### config.mk
export PLATFORM = sky130hd
export DESIGN_NAME = au_div_seq_flat
export DESIGN_NICKNAME = d
export VERILOG_FILES = /design/src/rtl/au_div_seq_if.sv /design/src/rtl/au_div_seq.sv /design/src/flat_wrapper.sv
export SDC_FILE = /design/constraint.sdc
export NUM_CORES = 1
export LEC_CHECK = 0
export BUFFER_PORTS_ARGS = -buffer_cell sky130_fd_sc_hd__buf_2
export CAP_MARGIN = 0
export CORE_ASPECT_RATIO = 0.75
export CORE_MARGIN = 10
export CORE_UTILIZATION = 53
export DETAILED_ROUTE_END_ITERATION = 6
export PLACE_DENSITY = 0.86
export SYNTH_ARGS = -nofsm -noshare
export SYNTH_HDL_FRONTEND = slang
export SYNTH_SLANG_ARGS = --single-unit
### constraint.sdc
create_clock -name clk -period 2.5 [get_ports clk]
set_input_delay 0.125 -clock clk [delete_from_list [all_inputs] [get_ports clk]]
set_output_delay 0.125 -clock clk [all_outputs]
set_load 0.02 [all_outputs]
### src/rtl/au_div_seq_if.sv
// Request/result bundle for the sequential sign-magnitude divider.
// The bench drives through master; the divider uses slave.
interface au_div_seq_if #(
  parameter int W = 24
);
  logic         start;
  logic         op_mode;
  logic [W-1:0] R_in;
  logic [W-1:0] S_in;
  logic [W-1:0] result;
  logic         done;
  logic         busy;
  logic         dz;
  logic         ovf;

  modport master (
    output start, op_mode, R_in, S_in,
    input  result, done, busy, dz, ovf
  );

  modport slave (
    input  start, op_mode, R_in, S_in,
    output result, done, busy, dz, ovf
  );
endinterface

### src/rtl/au_div_seq.sv
// Sequential radix-2 restoring divider/reciprocal on sign-magnitude
// fixed point; one quotient bit per cycle, saturating on overflow.
module au_div_seq #(
  parameter int W    = 24,
  parameter int FRAC = 14
) (
  input logic       clk,
  input logic       rst,
  au_div_seq_if.slave bus
);
  localparam int M  = W - 1 + FRAC;
  localparam int CW = $clog2(M + 1);
  localparam logic [M-1:0] ONE = {{(M-1){1'b0}}, 1'b1};
  localparam logic [M-1:0] RECIP_N = ONE << (2 * FRAC);

  typedef enum logic [1:0] {
    IDLE,
    CALC,
    FIN
  } st_t;

  st_t           r_st;
  st_t           w_nst;
  logic [M-1:0]  r_num;
  logic [M-1:0]  r_quo;
  logic [W-1:0]  r_rem;
  logic [W-2:0]  r_div;
  logic          r_sgn;
  logic [CW-1:0] r_cnt;
  logic [W-1:0]  r_result;
  logic          r_dz;
  logic          r_ovf;

  logic [W-2:0]  w_rmag;
  logic [W-2:0]  w_smag;
  logic          w_sz;
  logic [M-1:0]  w_nmag;
  logic          w_nsgn;
  logic          w_dzsgn;
  logic          w_start;
  logic          w_last;
  logic [W-1:0]  w_sh;
  logic          w_ge;
  logic [W-1:0]  w_rem_n;
  logic [M-1:0]  w_quo_n;
  logic          w_ovf;
  logic [W-2:0]  w_mag;
  logic          w_qsgn;
  logic          w_busy;
  logic          w_done;

  assign w_rmag  = bus.R_in[W-2:0];
  assign w_smag  = bus.S_in[W-2:0];
  assign w_sz    = (w_smag == '0);
  assign w_nmag  = bus.op_mode ? RECIP_N
                 : ({{FRAC{1'b0}}, w_rmag} << FRAC);
  assign w_nsgn  = bus.op_mode ? bus.S_in[W-1]
                 : (bus.R_in[W-1] ^ bus.S_in[W-1]);
  assign w_dzsgn = bus.op_mode ? bus.S_in[W-1]
                 : bus.R_in[W-1];
  assign w_start = (r_st == IDLE) && bus.start;
  assign w_last  = (r_st == CALC) && (r_cnt == CW'(M - 1));

  // Restoring step: shift in next numerator bit, subtract if it fits.
  assign w_sh    = {r_rem[W-2:0], r_num[M-1]};
  assign w_ge    = (w_sh >= {1'b0, r_div});
  assign w_rem_n = w_ge ? (w_sh - {1'b0, r_div}) : w_sh;
  assign w_quo_n = {r_quo[M-2:0], w_ge};

  assign w_ovf  = |w_quo_n[M-1:W-1];
  assign w_mag  = w_ovf ? '1 : w_quo_n[W-2:0];
  assign w_qsgn = r_sgn & (|w_mag);

  always_ff @(posedge clk) begin
    if (rst) r_st <= IDLE;
    else     r_st <= w_nst;
  end

  always_comb begin
    w_nst = r_st;
    unique case (r_st)
      IDLE: if (bus.start) w_nst = w_sz ? FIN : CALC;
      CALC: if (w_last) w_nst = FIN;
      FIN:  w_nst = IDLE;
      default: w_nst = IDLE;
    endcase
  end

  always_comb begin
    w_busy = 1'b0;
    w_done = 1'b0;
    unique case (r_st)
      IDLE: w_busy = 1'b0;
      CALC: w_busy = 1'b1;
      FIN: begin
        w_busy = 1'b1;
        w_done = 1'b1;
      end
      default: w_busy = 1'b0;
    endcase
  end

  always_ff @(posedge clk) begin
    if (rst) begin
      r_num    <= '0;
      r_quo    <= '0;
      r_rem    <= '0;
      r_div    <= '0;
      r_sgn    <= 1'b0;
      r_cnt    <= '0;
      r_result <= '0;
      r_dz     <= 1'b0;
      r_ovf    <= 1'b0;
    end else if (w_start) begin
      r_num <= w_nmag;
      r_quo <= '0;
      r_rem <= '0;
      r_div <= w_smag;
      r_sgn <= w_nsgn;
      r_cnt <= '0;
      r_ovf <= 1'b0;
      r_dz  <= w_sz;
      // Zero divisor skips CALC: result lands on the accepting edge.
      if (w_sz) r_result <= {w_dzsgn, {(W-1){1'b1}}};
    end else if (r_st == CALC) begin
      r_num <= r_num << 1;
      r_rem <= w_rem_n;
      r_quo <= w_quo_n;
      r_cnt <= r_cnt + CW'(1);
      if (w_last) begin
        r_result <= {w_qsgn, w_mag};
        r_ovf    <= w_ovf;
      end
    end
  end

  assign bus.result = r_result;
  assign bus.done   = w_done;
  assign bus.busy   = w_busy;
  assign bus.dz     = r_dz;
  assign bus.ovf    = r_ovf;
endmodule
### src/flat_wrapper.sv
// flat-port wrapper written by rule: the top's interface ports become plain ports
module au_div_seq_flat 
#(
  parameter int W    = 24,
  parameter int FRAC = 14
)
  (clk, rst, bus_start, bus_op_mode, bus_R_in, bus_S_in, bus_result, bus_done, bus_busy, bus_dz, bus_ovf);
  au_div_seq_if #(.W(W)) bus_i ();
  input logic clk;
  input logic rst;
  input wire logic [$bits(bus_i.start)-1:0] bus_start;
  input wire logic [$bits(bus_i.op_mode)-1:0] bus_op_mode;
  input wire logic [$bits(bus_i.R_in)-1:0] bus_R_in;
  input wire logic [$bits(bus_i.S_in)-1:0] bus_S_in;
  output wire logic [$bits(bus_i.result)-1:0] bus_result;
  output wire logic [$bits(bus_i.done)-1:0] bus_done;
  output wire logic [$bits(bus_i.busy)-1:0] bus_busy;
  output wire logic [$bits(bus_i.dz)-1:0] bus_dz;
  output wire logic [$bits(bus_i.ovf)-1:0] bus_ovf;
  assign bus_i.start = bus_start;
  assign bus_i.op_mode = bus_op_mode;
  assign bus_i.R_in = bus_R_in;
  assign bus_i.S_in = bus_S_in;
  assign bus_result = bus_i.result;
  assign bus_done = bus_i.done;
  assign bus_busy = bus_i.busy;
  assign bus_dz = bus_i.dz;
  assign bus_ovf = bus_i.ovf;
  au_div_seq #(.W(W), .FRAC(FRAC)) u_core (.clk(clk), .rst(rst), .bus(bus_i));
endmodule
* After elaboration in Yosys (flattened, before gate mapping) *
Cells that the tools add are included.
Widths: inputs -> output; s select.

storage, ports and cells
  bits in writable memories = 0
  bits in latches = 0
  register bits after elaboration = 154
  word-level logic and storage cells = 51
  output and inout bits = 28
  memories kept = 0
  memory bits (read-only) = 0
  input bits = 52

operators by class
  order comparisons = 1
  multiplexer cells = 17
  multipliers = 0
  add/subtract/negate cells = 2
  bitwise operators = 2
  equality and inequality tests = 6
  reductions and logical operators = 13
  divide/modulo/power cells = 0
  shift operators = 0

operators by type and width
  operator             count
  $mux 37              3
  $mux 24              4
  $mux 23              2
  $ge 24x23->1         1
  $logic_not 23->1     1
  $reduce_or 23->1     1
  $sub 23x23->23       1
  $reduce_or 14->1     1
  $add 6x1->6 const B  1
  $eq 6x6->1 const B   1
  $mux 2               3
  $mux 1               4
  $ne 2x1->1 const B   2
  $pmux 2 s2           1
  $reduce_and 2->1     2
  $reduce_bool 2->1    2
  $reduce_or 2->1      2
  $reduce_and 3->1     1
  $eq 2x1->1 const B   1
  $eq 2x2->1 const B   1
  $logic_and 1x1->1    2
  $logic_not 2->1      1
  $ne 2x2->1 const B   1
  $and 1x1->1          1
  $xor 1x1->1          1

* Longest topological paths before layout *
  depth after elaboration = 7
  mapped depth = 13
  depth with buffers taken out = 11

* Worst setup path before layout *
OpenSTA, ideal clock, no wires.

  kind = reg-to-reg
  start point = reg u_core.r_num[36]
  end point = reg u_core.r_rem[1]
  arrival = 2551 ps
  cell stages (with the launch flop) = 12
  clock period less this slack = 2614 ps
  path slack = -114 ps
  required time = 2438 ps
  setup time = 62 ps
  buffers on the path = 0
  path through = dfxtp_1 -> inv_1 -> ha_1 -> fa_1 -> nand2b_1 -> a21oi_1 -> o211ai_1 -> o221ai_2 -> o211a_1 -> nor3_4 -> or4b_2 -> nand3_1

on the way
  longest elaborated chain between the ends = 2
  elaborated cells between the ends (all ways) = 3
  those cells by class = add/sub: 1; order compare: 1; mux: 1

RTL lines
  what                                            RTL line                            RTL
  start, declared                                 au_div_seq.sv:24                    logic [M-1:0] r_num;
  start signal, assigned                          au_div_seq.sv:115                   r_num <= w_nmag;
  start signal, assigned                          au_div_seq.sv:126                   r_num <= r_num << 1;
  $sub 23x23->23 or $ge 24x23->1 (tied branches)  au_div_seq.sv:67, au_div_seq.sv:66
  $mux 23 *                                       au_div_seq.sv:67                    assign w_rem_n = w_ge ? (w_sh - {1'b0, r_div}) : w_sh;
  end signal, assigned                            au_div_seq.sv:127                   r_rem <= w_rem_n;
  end, declared                                   au_div_seq.sv:26                    logic [W-1:0] r_rem;

Every way passes the cells marked *; elsewhere a longest branch is shown, timed or not.
A chain may end at the register's enable or synchronous reset.

* Worst setup path in the final report *
  start point = reg u_core.r_div[5]
  end point = reg u_core.r_result[23] (netlist: u_core.bus.result[23])

on the way
  longest elaborated chain between the ends = 7

RTL lines
  what                    RTL line           RTL
  start, declared         au_div_seq.sv:27   logic [W-2:0] r_div;
  start signal, assigned  au_div_seq.sv:118  r_div <= w_smag;
  $ge 24x23->1            au_div_seq.sv:66   assign w_ge = (w_sh >= {1'b0, r_div});
  $mux 23                 au_div_seq.sv:71   assign w_mag = w_ovf ? '1 : w_quo_n[W-2:0];
  $reduce_or 23->1        au_div_seq.sv:72   assign w_qsgn = r_sgn & (|w_mag);
  $and 1x1->1             au_div_seq.sv:72
  $mux 24                 au_div_seq.sv:130  if (w_last) begin
  $mux 24                 au_div_seq.sv:125  end else if (r_st == CALC) begin
  $mux 24                 au_div_seq.sv:114  end else if (w_start) begin
  end signal, assigned    au_div_seq.sv:124  if (w_sz) r_result <= {w_dzsgn, {(W-1){1'b1}}};
  end signal, assigned    au_div_seq.sv:131  r_result <= {w_qsgn, w_mag};
  end, declared           au_div_seq.sv:30   logic [W-1:0] r_result;

No other way between the ends. The select of a mux whose other input is x is not followed.

==> flow_summary.yaml <==
routing:
  drc: 4
  dr.max_layer_used: "met4"
  routed-via-count: 7865
  detail_route.vias_per_cell: 6.77
  post_route_m1_wl_um: 9540
  dr.first_iter.drc_count: 1249
  drt-total-wl_um: 29000
  route.antenna.remaining_nets: 0
  sum_of_met2_wire_segment_lengths_after_detailed_routing_um: 12800
  met3_length_um: 3810
  drt_pass1_iterations: 7
  wl_per_cell_um: 25.0
cts:
  path_clk_slew_ns: 0.07
  clock_tree.buffer_depth: 2
  cts_sinks: 140
  clock_root_buffer: "clkbuf_16"
  tritoncts_clock_tree: "built"
  worstSkewPairLatency_ns: 0.45
  cts-htree-levels: 4
  cts_buffers: 17
placed_design:
  detailed_place_hpwl_um: 12300
  detailedPlace.worstSlack_ns: -0.209
  final_weighted_congestion_in_routability_driven_placement: 0.886
  dp.cells: 1070
  port_buffers: 79
timing:
  grt_setup_unrepaired: "true"
  post-route-worst-setup-slack_ns: -0.604
  final.hold.worst_slack_ns: -0.0101
  hold_viol_final: 1
  min_period_over_period_pct: 124
  worstMarginPinSlew_ns: 1.22
  clock_skew_ns: 0.0160
  slew-limit-headroom_pct: 18.4
  achievable-frequency_mhz: 322
  period_minus_slack_ns: 3.10
  maxSlewViolCount: 0
  setup_viol_count_final: 59
die:
  initial_utilization_pct: 54.8
  std_cell_rows: 35
  die-width_um: 151
  floorplan.die_area_um2: 17800
  pin_count: 80
  core_um2: 12400
  die-height_um: 118
logic_synthesis:
  yosys_warnings: 0
  synthArstFlopShare_pct: 0
  syn-num-nets: 889
  synth_sequential_area_ratio_pct: 41.3
  synth_cell_type_count: 56
  postSynthRegisterBits: 140
  number_of_enable_flip_flop_cells_after_synthesis: 0
  netlist_area_um2: 6790
  syn_area_per_cell_um2: 8.40
  synthFlopType: "dfxtp_1"
  synth_cells: 808
pwr:
  power_density_nw_per_um2: 867
  power.static_leakage_nw: 3.80
  ir_drop_v: 0.000631
finish:
  area_delta_synth_final_pct: 35.6
  stdcell_count: 1161
  nFillCells: 626
  post-route-util_pct: 74.3
  final_stage_net_count: 1062
  drive_above_1_share_pct: 26.1
outcome:
  run_status: "finished with violations"
  failed_checks: "design-rule violations, negative hold slack, negative setup slack"
global_route:
  overflow: 0
  grt_pass1_vias: 7229
  antenna_found_initial: 0
  grt_use_total_pct: 26.7
  maximum_number_of_pins_on_one_net_before_global_route_repair: 95
  grt_pass1_wl_um: 38400
flow_run:
  max-cap-violations: 0
worst_setup_path:
  timing.critical_path.to_type: "flop"
  crit_fanout: 6
  required_ns: 2.84
  reg2reg_setup_slack_ns: -0.60
  reg2reg_depth: 12
  timing.setup.critical_path_class: "reg2reg"
  data_arrival_time_of_the_critical_path_ns: 3.44
  crit_path_start_kind: "flop"
hold_path:
  worstHoldPathCells: 3
  worstHoldPathType: "in2reg"
cell usage after synthesis, drive strengths merged, types with 2 or more instances:
master,instances,share of area (%)
dfxtp,140,41
nor2,117,6.5
nand2,92,5.1
mux2i,78,11
a21oi,54,4.0
o21ai,48,3.5
nor3,38,3.0
clkbuf,37,2.0
inv,32,1.8
ha,28,5.2
a211oi,14,1.5
nor4,13,1.2
xnor2,12,1.5
xor2,11,1.4
nand4,9,0.83
buf,8,0.90
nand2b,7,0.64
nand3,7,0.52
nor2b,6,0.55
o21a,6,0.66
and3,5,0.46
or3,4,0.37
a21o,3,0.33
nand3b,3,0.33
nor3b,3,0.33
or2,3,0.28
a311oi,2,0.35
a41oi,2,0.26
o211a,2,0.29
o211ai,2,0.22
o221ai,2,0.35
o31a,2,0.26
or4b,2,0.29
layout by cell type (no fill, tap or decap), drive strengths merged, types with 3 or more instances in the layout:
cell,n
buf,156
dfxtp,140
nor2,117
nand2,92
mux2i,78
a21oi,54
o21ai,48
dlygate4sd3,43
inv,39
nor3,38
ha,28
clkbuf,18
a211oi,14
nor4,13
xnor2,12
xor2,11
nand4,9
nand3,7
nand2b,7
nor2b,6
o21a,6
clkinv,6
and3,5
or3,4
a21o,3
or2,3
nand3b,3
nor3b,3
path summary, 6_finish.rpt:
check	startpoint	end
max	u_core.r_div[5]	u_core.bus.result[23]
min	bus_R_in[0]	u_core.r_num[14]
max reg2reg	u_core.r_div[5]	u_core.bus.result[23]
min reg2reg	u_core.r_div[14]	u_core.r_div[14]
state kept, by name, indices dropped and copies added, names as in the netlist:
signal / flops
u_core.bus.ovf: 1
u_core.r_cnt: 6
u_core.r_div: 23
u_core.r_st: 2
u_core.r_rem: 23
u_core.r_sgn: 1
u_core.bus.result: 24
u_core.bus.dz: 1
u_core.r_quo: 36
u_core.r_num: 23
critical path: stages, from the launching register on:
cell and delay (ns):
dfxtp_2 0.34, inv_1 0.24, ha_4 0.29, a21oi_4 0.20, nand2_1 0.11, o211ai_1 0.36, o221ai_2 0.21, o211a_1 0.30
nor3_4 0.30, buf_4 0.18, buf_6 0.12, nand4_1 0.11, a31o_1 0.24
what timing repair did:
| item | CTS | global route |
|---|---|---|
| resized for setup | 30 | 44 |
| setup buffers | 5 | 10 |
| pin swaps | 29 | 27 |
| gates cloned | 1 | 0 |
| endpoints found under the setup margin | 26 | 54 |
| hold endpoints to repair | 42 | 1 |
| hold buffers | 42 | 1 |
layer usage:
metal	vias to the layer above	global-route usage, %
met5	-	0
met4	0	15.7
met3	332	8.68
met2	842	43.1
met1	3539	29.9
li1	3152	-
stage by stage:
step / TNS [ns] / total power (W) / cell area (um2)
global route: -26.53 / 0.00816 / 9200
finish: -15.99 / 0.00798 / 9210
global placement: -0.384 / 0.00443 / 7750
floorplan: 0 / 0.00394 / 6830
detailed placement: -2.49 / 0.00449 / 7750
CTS: -3.08 / 0.00726 / 8920
cells by family after synthesis:
group | count (synthesis) | synth area share, %
AO/OA/AOI/OAI | 150 | 13.5
XOR/XNOR | 23 | 2.97
adder cells (fa/ha/maj) | 29 | 5.45
buffers and inverters | 77 | 4.72
flip-flops | 140 | 41.3
multiplexers | 78 | 11.5
AND/OR/NAND/NOR | 311 | 20.5
final cells by class:
class / instances / area (um2) / share of cell area [%]
repair buffers: 199 / 1460 / 15.9
inverters: 32 / 120 / 1.30
diodes: 1 / 2.50 / 0.0272
well taps: 166 / 208 / 2.26
multi-input cells: 591 / 4000 / 43.5
flip-flops and latches: 140 / 2820 / 30.6
clock inverters: 14 / 154 / 1.67
clock buffers: 18 / 439 / 4.77
where the power goes:
group	switching, W	total [W]	internal [W]
combinational	0.00158	0.00293	0.00135
sequential	0.0000956	0.00243	0.00233
clock	0.00118	0.00262	0.00144
total	0.00286	0.00798	0.00512
No activity file was read; power rests on OpenSTA's default activity.
